$ cat config.mk
export PLATFORM = sky130hd
export DESIGN_NAME = pe_add_pipe_flat
export DESIGN_NICKNAME = d
export VERILOG_FILES = /design/src/rtl/pe_add_pipe_if.sv /design/src/rtl/pe_add_pipe.sv /design/src/flat_wrapper.sv
export SDC_FILE = /design/constraint.sdc
export NUM_CORES = 1
export LEC_CHECK = 0
export CAP_MARGIN = 25
export CORE_ASPECT_RATIO = 2
export CORE_MARGIN = 4
export CORE_UTILIZATION = 50
export CTS_CLUSTER_DIAMETER = 80
export DETAILED_ROUTE_END_ITERATION = 10
export MAX_ROUTING_LAYER = met4
export PLACE_DENSITY = 0.73
export SLEW_MARGIN = 0
export SYNTH_ARGS = -nofsm -noshare
export SYNTH_HDL_FRONTEND = slang
export SYNTH_SLANG_ARGS = --single-unit
$ cat constraint.sdc
create_clock -name clk -period 29.4 [get_ports clk]
set_input_delay 2.94 -clock clk [delete_from_list [all_inputs] [get_ports clk]]
set_output_delay 2.94 -clock clk [all_outputs]
set_load 0.03 [all_outputs]
$ cat src/rtl/pe_add_pipe_if.sv
// Operand/result handshake bundle for the pipelined add/subtract unit.
// The master drives operands and out_ready; the slave is the adder itself.
interface pe_add_pipe_if #(
  parameter int W = 64
);
  logic         in_valid;
  logic         in_ready;
  logic [W-1:0] a;
  logic [W-1:0] b;
  logic         cin;
  logic         op;
  logic         out_valid;
  logic         out_ready;
  logic [W-1:0] sum;
  logic         cout;
  logic         ovf;

  modport master (
    output in_valid, a, b, cin, op, out_ready,
    input  in_ready, out_valid, sum, cout, ovf
  );

  modport slave (
    input  in_valid, a, b, cin, op, out_ready,
    output in_ready, out_valid, sum, cout, ovf
  );
endinterface

$ cat src/rtl/pe_add_pipe.sv
// Pipelined carry-lookahead add/subtract: one SEG-bit slice resolved per stage,
// inter-slice carry registered, whole pipe freezes under output backpressure.
module pe_add_pipe #(
  parameter int W   = 64,
  parameter int SEG = 16
) (
  input logic         clk,
  input logic         rst,
  pe_add_pipe_if.slave bus
);
  localparam int NSEG = W / SEG;
  localparam int NGRP = SEG / 4;

  if (SEG <= 0 || (SEG % 4) != 0 || (W % SEG) != 0) begin : g_bad_cfg
    $error("pe_add_pipe: SEG must be a positive multiple of 4 that divides W");
  end
  if ($bits(bus.a) != W) begin : g_bad_bus
    $error("pe_add_pipe: interface width does not match W");
  end

  // One slice: 4-bit P/G groups, group carries by full lookahead from ci.
  function automatic logic [SEG:0] cla_slice(input logic [SEG-1:0] x,
                                             input logic [SEG-1:0] y,
                                             input logic           ci);
    logic [SEG-1:0]  p;
    logic [SEG-1:0]  g;
    logic [SEG-1:0]  s;
    logic [NGRP-1:0] gp;
    logic [NGRP-1:0] gg;
    logic [NGRP:0]   gc;
    logic            t;
    logic            u;
    p = x ^ y;
    g = x & y;
    for (int j = 0; j < NGRP; j++) begin
      gp[j] = &p[4*j +: 4];
      t = 1'b0;
      for (int q = 0; q < 4; q++) begin
        u = g[4*j+q];
        for (int m = q + 1; m < 4; m++) u = u & p[4*j+m];
        t = t | u;
      end
      gg[j] = t;
    end
    gc[0] = ci;
    for (int j = 1; j <= NGRP; j++) begin
      t = ci;
      for (int m = 0; m < j; m++) t = t & gp[m];
      for (int q = 0; q < j; q++) begin
        u = gg[q];
        for (int m = q + 1; m < j; m++) u = u & gp[m];
        t = t | u;
      end
      gc[j] = t;
    end
    for (int j = 0; j < NGRP; j++) begin
      for (int i = 0; i < 4; i++) begin
        t = gc[j];
        for (int m = 0; m < i; m++) t = t & p[4*j+m];
        for (int q = 0; q < i; q++) begin
          u = g[4*j+q];
          for (int m = q + 1; m < i; m++) u = u & p[4*j+m];
          t = t | u;
        end
        s[4*j+i] = p[4*j+i] ^ t;
      end
    end
    return {gc[NGRP], s};
  endfunction

  logic en_s;

  for (genvar k = 0; k < NSEG; k++) begin : g_stage
    // Operand bits still unresolved when entering this stage.
    localparam int RW = W - k * SEG;

    logic                   in_vld_s;
    logic                   in_c_s;
    logic [RW-1:0]          in_a_s;
    logic [RW-1:0]          in_b_s;
    logic [(k+1)*SEG-1:0]   nxt_s_s;
    logic [SEG:0]           res_s;
    logic                   vld_r;
    logic                   c_r;
    logic [(k+1)*SEG-1:0]   s_r;

    if (k == 0) begin : g_src
      assign in_vld_s = bus.in_valid;
      assign in_a_s   = bus.a;
      assign in_b_s   = bus.op ? ~bus.b : bus.b;
      assign in_c_s   = bus.op ? ~bus.cin : bus.cin;
      assign nxt_s_s  = res_s[SEG-1:0];
    end else begin : g_src
      assign in_vld_s = g_stage[k-1].vld_r;
      assign in_a_s   = g_stage[k-1].g_fwd.a_r;
      assign in_b_s   = g_stage[k-1].g_fwd.b_r;
      assign in_c_s   = g_stage[k-1].c_r;
      assign nxt_s_s  = {res_s[SEG-1:0], g_stage[k-1].s_r};
    end

    assign res_s = cla_slice(in_a_s[SEG-1:0], in_b_s[SEG-1:0], in_c_s);

    // Stage valid, slice carry and assembled sum; data only loads with a valid beat.
    always_ff @(posedge clk or posedge rst) begin
      if (rst) begin
        vld_r <= 1'b0;
        c_r   <= 1'b0;
        s_r   <= {((k+1)*SEG){1'b0}};
      end else if (en_s) begin
        vld_r <= in_vld_s;
        if (in_vld_s) begin
          c_r <= res_s[SEG];
          s_r <= nxt_s_s;
        end
      end
    end

    if (k < NSEG - 1) begin : g_fwd
      logic [RW-SEG-1:0] a_r;
      logic [RW-SEG-1:0] b_r;

      // Upper operand slices travel unchanged to the stage that resolves them.
      always_ff @(posedge clk or posedge rst) begin
        if (rst) begin
          a_r <= {(RW-SEG){1'b0}};
          b_r <= {(RW-SEG){1'b0}};
        end else if (en_s && in_vld_s) begin
          a_r <= in_a_s[RW-1:SEG];
          b_r <= in_b_s[RW-1:SEG];
        end
      end
    end else begin : g_last
      logic ovf_r;

      // Signed overflow: like-signed operands producing an opposite-signed sum.
      always_ff @(posedge clk or posedge rst) begin
        if (rst) begin
          ovf_r <= 1'b0;
        end else if (en_s && in_vld_s) begin
          ovf_r <= (in_a_s[RW-1] == in_b_s[RW-1]) && (res_s[SEG-1] != in_a_s[RW-1]);
        end
      end
    end
  end

  assign en_s          = ~g_stage[NSEG-1].vld_r | bus.out_ready;
  assign bus.in_ready  = en_s;
  assign bus.out_valid = g_stage[NSEG-1].vld_r;
  assign bus.sum       = g_stage[NSEG-1].s_r;
  assign bus.cout      = g_stage[NSEG-1].c_r;
  assign bus.ovf       = g_stage[NSEG-1].g_last.ovf_r;
endmodule

$ cat src/flat_wrapper.sv
// flat-port wrapper written by rule: the top's interface ports become plain ports
module pe_add_pipe_flat 
#(
  parameter int W   = 64,
  parameter int SEG = 16
)
  (clk, rst, bus_in_valid, bus_a, bus_b, bus_cin, bus_op, bus_out_ready, bus_in_ready, bus_out_valid, bus_sum, bus_cout, bus_ovf);
  pe_add_pipe_if #(.W(W)) bus_i ();
  input logic clk;
  input logic rst;
  input wire logic [$bits(bus_i.in_valid)-1:0] bus_in_valid;
  input wire logic [$bits(bus_i.a)-1:0] bus_a;
  input wire logic [$bits(bus_i.b)-1:0] bus_b;
  input wire logic [$bits(bus_i.cin)-1:0] bus_cin;
  input wire logic [$bits(bus_i.op)-1:0] bus_op;
  input wire logic [$bits(bus_i.out_ready)-1:0] bus_out_ready;
  output wire logic [$bits(bus_i.in_ready)-1:0] bus_in_ready;
  output wire logic [$bits(bus_i.out_valid)-1:0] bus_out_valid;
  output wire logic [$bits(bus_i.sum)-1:0] bus_sum;
  output wire logic [$bits(bus_i.cout)-1:0] bus_cout;
  output wire logic [$bits(bus_i.ovf)-1:0] bus_ovf;
  assign bus_i.in_valid = bus_in_valid;
  assign bus_i.a = bus_a;
  assign bus_i.b = bus_b;
  assign bus_i.cin = bus_cin;
  assign bus_i.op = bus_op;
  assign bus_i.out_ready = bus_out_ready;
  assign bus_in_ready = bus_i.in_ready;
  assign bus_out_valid = bus_i.out_valid;
  assign bus_sum = bus_i.sum;
  assign bus_cout = bus_i.cout;
  assign bus_ovf = bus_i.ovf;
  pe_add_pipe #(.W(W), .SEG(SEG)) u_core (.clk(clk), .rst(rst), .bus(bus_i));
endmodule
==> metrics <==
CTS tree built; Die Wd roughly 140 µm; Synth cell types 43; P_leak ~8.9 nW; initial antenna violation count 6; sequential share of the synthesized area between 50% and 60%; initial drt markers between 300 and 400; Post-synth EDFFs 0; max-slew violation count 0; FFs w/ async S/R, synth 100%; Hold Buf Count CTS 0; worst-path maximum fanout 11; post-cts resize count 0; Post-Layout Inst Area 20100 µm²; Post-synth top cells dfrtp_1, mux2_2, o21ai_0; hold path startpoint u_core.g_stage[0].g_fwd.b_r[26]$_DFFE_PP0P_; flops & latches, synth 361; share of the synthesized area in the top cell type 55.0%; final setup violation count 0; pwr/cell area 111 nW/µm²; clk_lat worst skew roughly 0.52 ns; ranking of synthesized cells by area dfrtp_1, mux2_2, ha_1, o21ai_0, xnor2_1; Worst Reg-to-Reg Cells 12; DR vias 9896; vias in the first global route 10700; Hold WS ~0.47 ns; Fillers ~2600; Syn Inst Count roughly 1300; Num CTS Buffers 34; number of port buffers approximately 200; Vias/cell slightly above 5; ANT nets after route 0; TritonRoute pass-1 iters 4; first-pass GRT wire length about 53 mm; Setup Fix Bufs, Post-CTS 0; required time of the critical path between 20 and 30 ns; post-synth top area cell dfrtp_1; most frequent cell after synthesis dfrtp_1; total gr overflow 0; min Tclk post-route about 7.7 ns; H-tree depth 2; Nets between 1500 and 2000; drt drc 0; total negative slack 0 ns; FP Rows 93; placeable core area 32300 µm²; status completed; Worst Skew 0.0176 ns; Final Cycle Share 26.1%; worst slew pin tran 0.891 ns; Slew HR between 40% and 50%; fmax ~130 MHz; I/O pin count roughly 200; area grow syn2layout 22.2%; unrepaired setup endpoints after global routing false; GPL Wtd Cong between 0.8 and 0.9; gr usage total approximately a fifth; placed inst area 18800 µm²; Critical Path End Type output port; Mapped Nets roughly 1500; max cap viols 0; Hold Vio Cnt, Final 0; Worst VDD drop about 0.000079 V; Avg Cell Area, Syn between 10 and 15 µm²; WL final 32.4 mm; Worst-path clk slew approximately 0.06 ns; share of cells above drive strength 1 between 20 and 25%; HP Class register to register; CTS Buffer Depth 3; Critical Path Start bus_out_ready; die height 264 µm; Worst Path Arrival 4.72 ns; synthesized area 16400 µm²; Setup CP Type input port to output port; Hold Path Stages 2; DP HPWL 22.6 mm; Ys Warns 0; die footprint between 30000 and 40000 µm²; routed len/inst 16.8 µm; Core Util, Final between 60% and 70%; largest net degree at the start of global routing between 100 and 150; Initial Util 50.8%; clock sink total between 300 and 400; Main synth FF type dfrtp_1; clk root buf clkbuf_16; Startpoint Class input port; R2R Path Start u_core.g_stage[2].g_fwd.b_r[0]$_DFFE_PP0P_
layout by cell type, fill, tap and decap left out, types with 5 or more instances in the layout:
cell type	netlist	routed
clkbuf_16	0	37
o21ai_0	131	131
a21oi_1	38	38
clkdlybuf4s50_1	0	200
inv_1	26	25
nor3_1	5	5
a211oi_1	6	6
buf_4	7	9
mux2_2	249	249
dfrtp_1	361	361
fa_1	16	16
nand2_1	121	118
xnor2_1	72	72
ha_1	80	80
a21o_1	10	10
clkbuf_1	14	8
nor2_1	13	13
xor2_1	42	42
diode_2	0	6
nand2b_1	17	17
clkinv_2	0	5
worst paths after layout:
path / slack (ns) / to
min reg2reg: 0.47 / u_core.g_stage[0].g_fwd.b_r[26]$_DFFE_PP0P_
max in group asynchronous: 24.16 / u_core.bus.sum[39]$_DFFE_PP0P_
min in group asynchronous: 2.71 / u_core.g_stage[0].g_fwd.b_r[41]$_DFFE_PP0P_
min: 0.47 / u_core.g_stage[0].g_fwd.b_r[26]$_DFFE_PP0P_
max reg2reg: 26.41 / u_core.bus.sum[63]$_DFFE_PP0P_
max: 21.74 / bus_in_ready
layout make-up:
cell class	instances	area, µm²	share of cell area, %
antenna	6	15.0	0.0748
clock buffer	49	1010	5.04
clock inverter	11	161	0.804
inverter	26	105	0.524
multi-input combinational	836	7040	35.1
sequential	361	9030	45.0
tap	427	534	2.66
timing repair buffer	213	2170	10.8
report_power, final:
group	total, mW	internal [mW]	switching (mW)
registers	0.846	0.719	0.126
logic	0.920	0.464	0.455
clock network	0.459	0.275	0.184
total	2.22	1.46	0.765
flip-flops by register name, summed over array words and instances (netlist names):
register / count
u_core.bus.cout: 1
u_core.bus.out_valid: 1
u_core.bus.ovf: 1
u_core.bus.sum: 64
u_core.g_stage.c_r: 3
u_core.g_stage.g_fwd.a_r: 96
u_core.g_stage.g_fwd.b_r: 96
u_core.g_stage.s_r: 96
u_core.g_stage.vld_r: 3
cells by family (layout without fill, tap and decap cells):
logic type                 after synthesis  after routing  share of synthesized area (%)
DFF                                    361            361                           55.0
muxes                                  249            249                           17.1
AOI/OAI and AO/OA                      204            204                           6.98
and+or+nand+nor                        173            173                           4.52
xor gates and xnor gates               114            114                           6.08
adders and majority gates               96             96                           8.04
buffers and inverters                   83            299                           2.33
other                                    0              6                              0
worst max-delay path, cell delays in order:
cell and delay [ns]:
clkdlybuf4s50_1 0.44, nand2b_1 0.53, clkdlybuf4s50_1 0.80
routing by layer:
layer	share of wire (%)	track usage (%)
met5	0	-
met4	3.4	7.12
met3	4.0	3.11
met2	55	34.5
met1	38	20.3
through the flow:
step / setup slack [ns] / std cells / power, mW
after floorplan: 16.44 / 1280 / 1.51
final: 21.74 / 1929 / 2.22
after CTS: 21.75 / 1919 / 2.25
after global placement: 21.79 / 1859 / 1.75
after global routing: 21.65 / 1929 / 2.39
after detailed placement: 21.76 / 1859 / 1.78
Power figures use the tool's default switching activity.
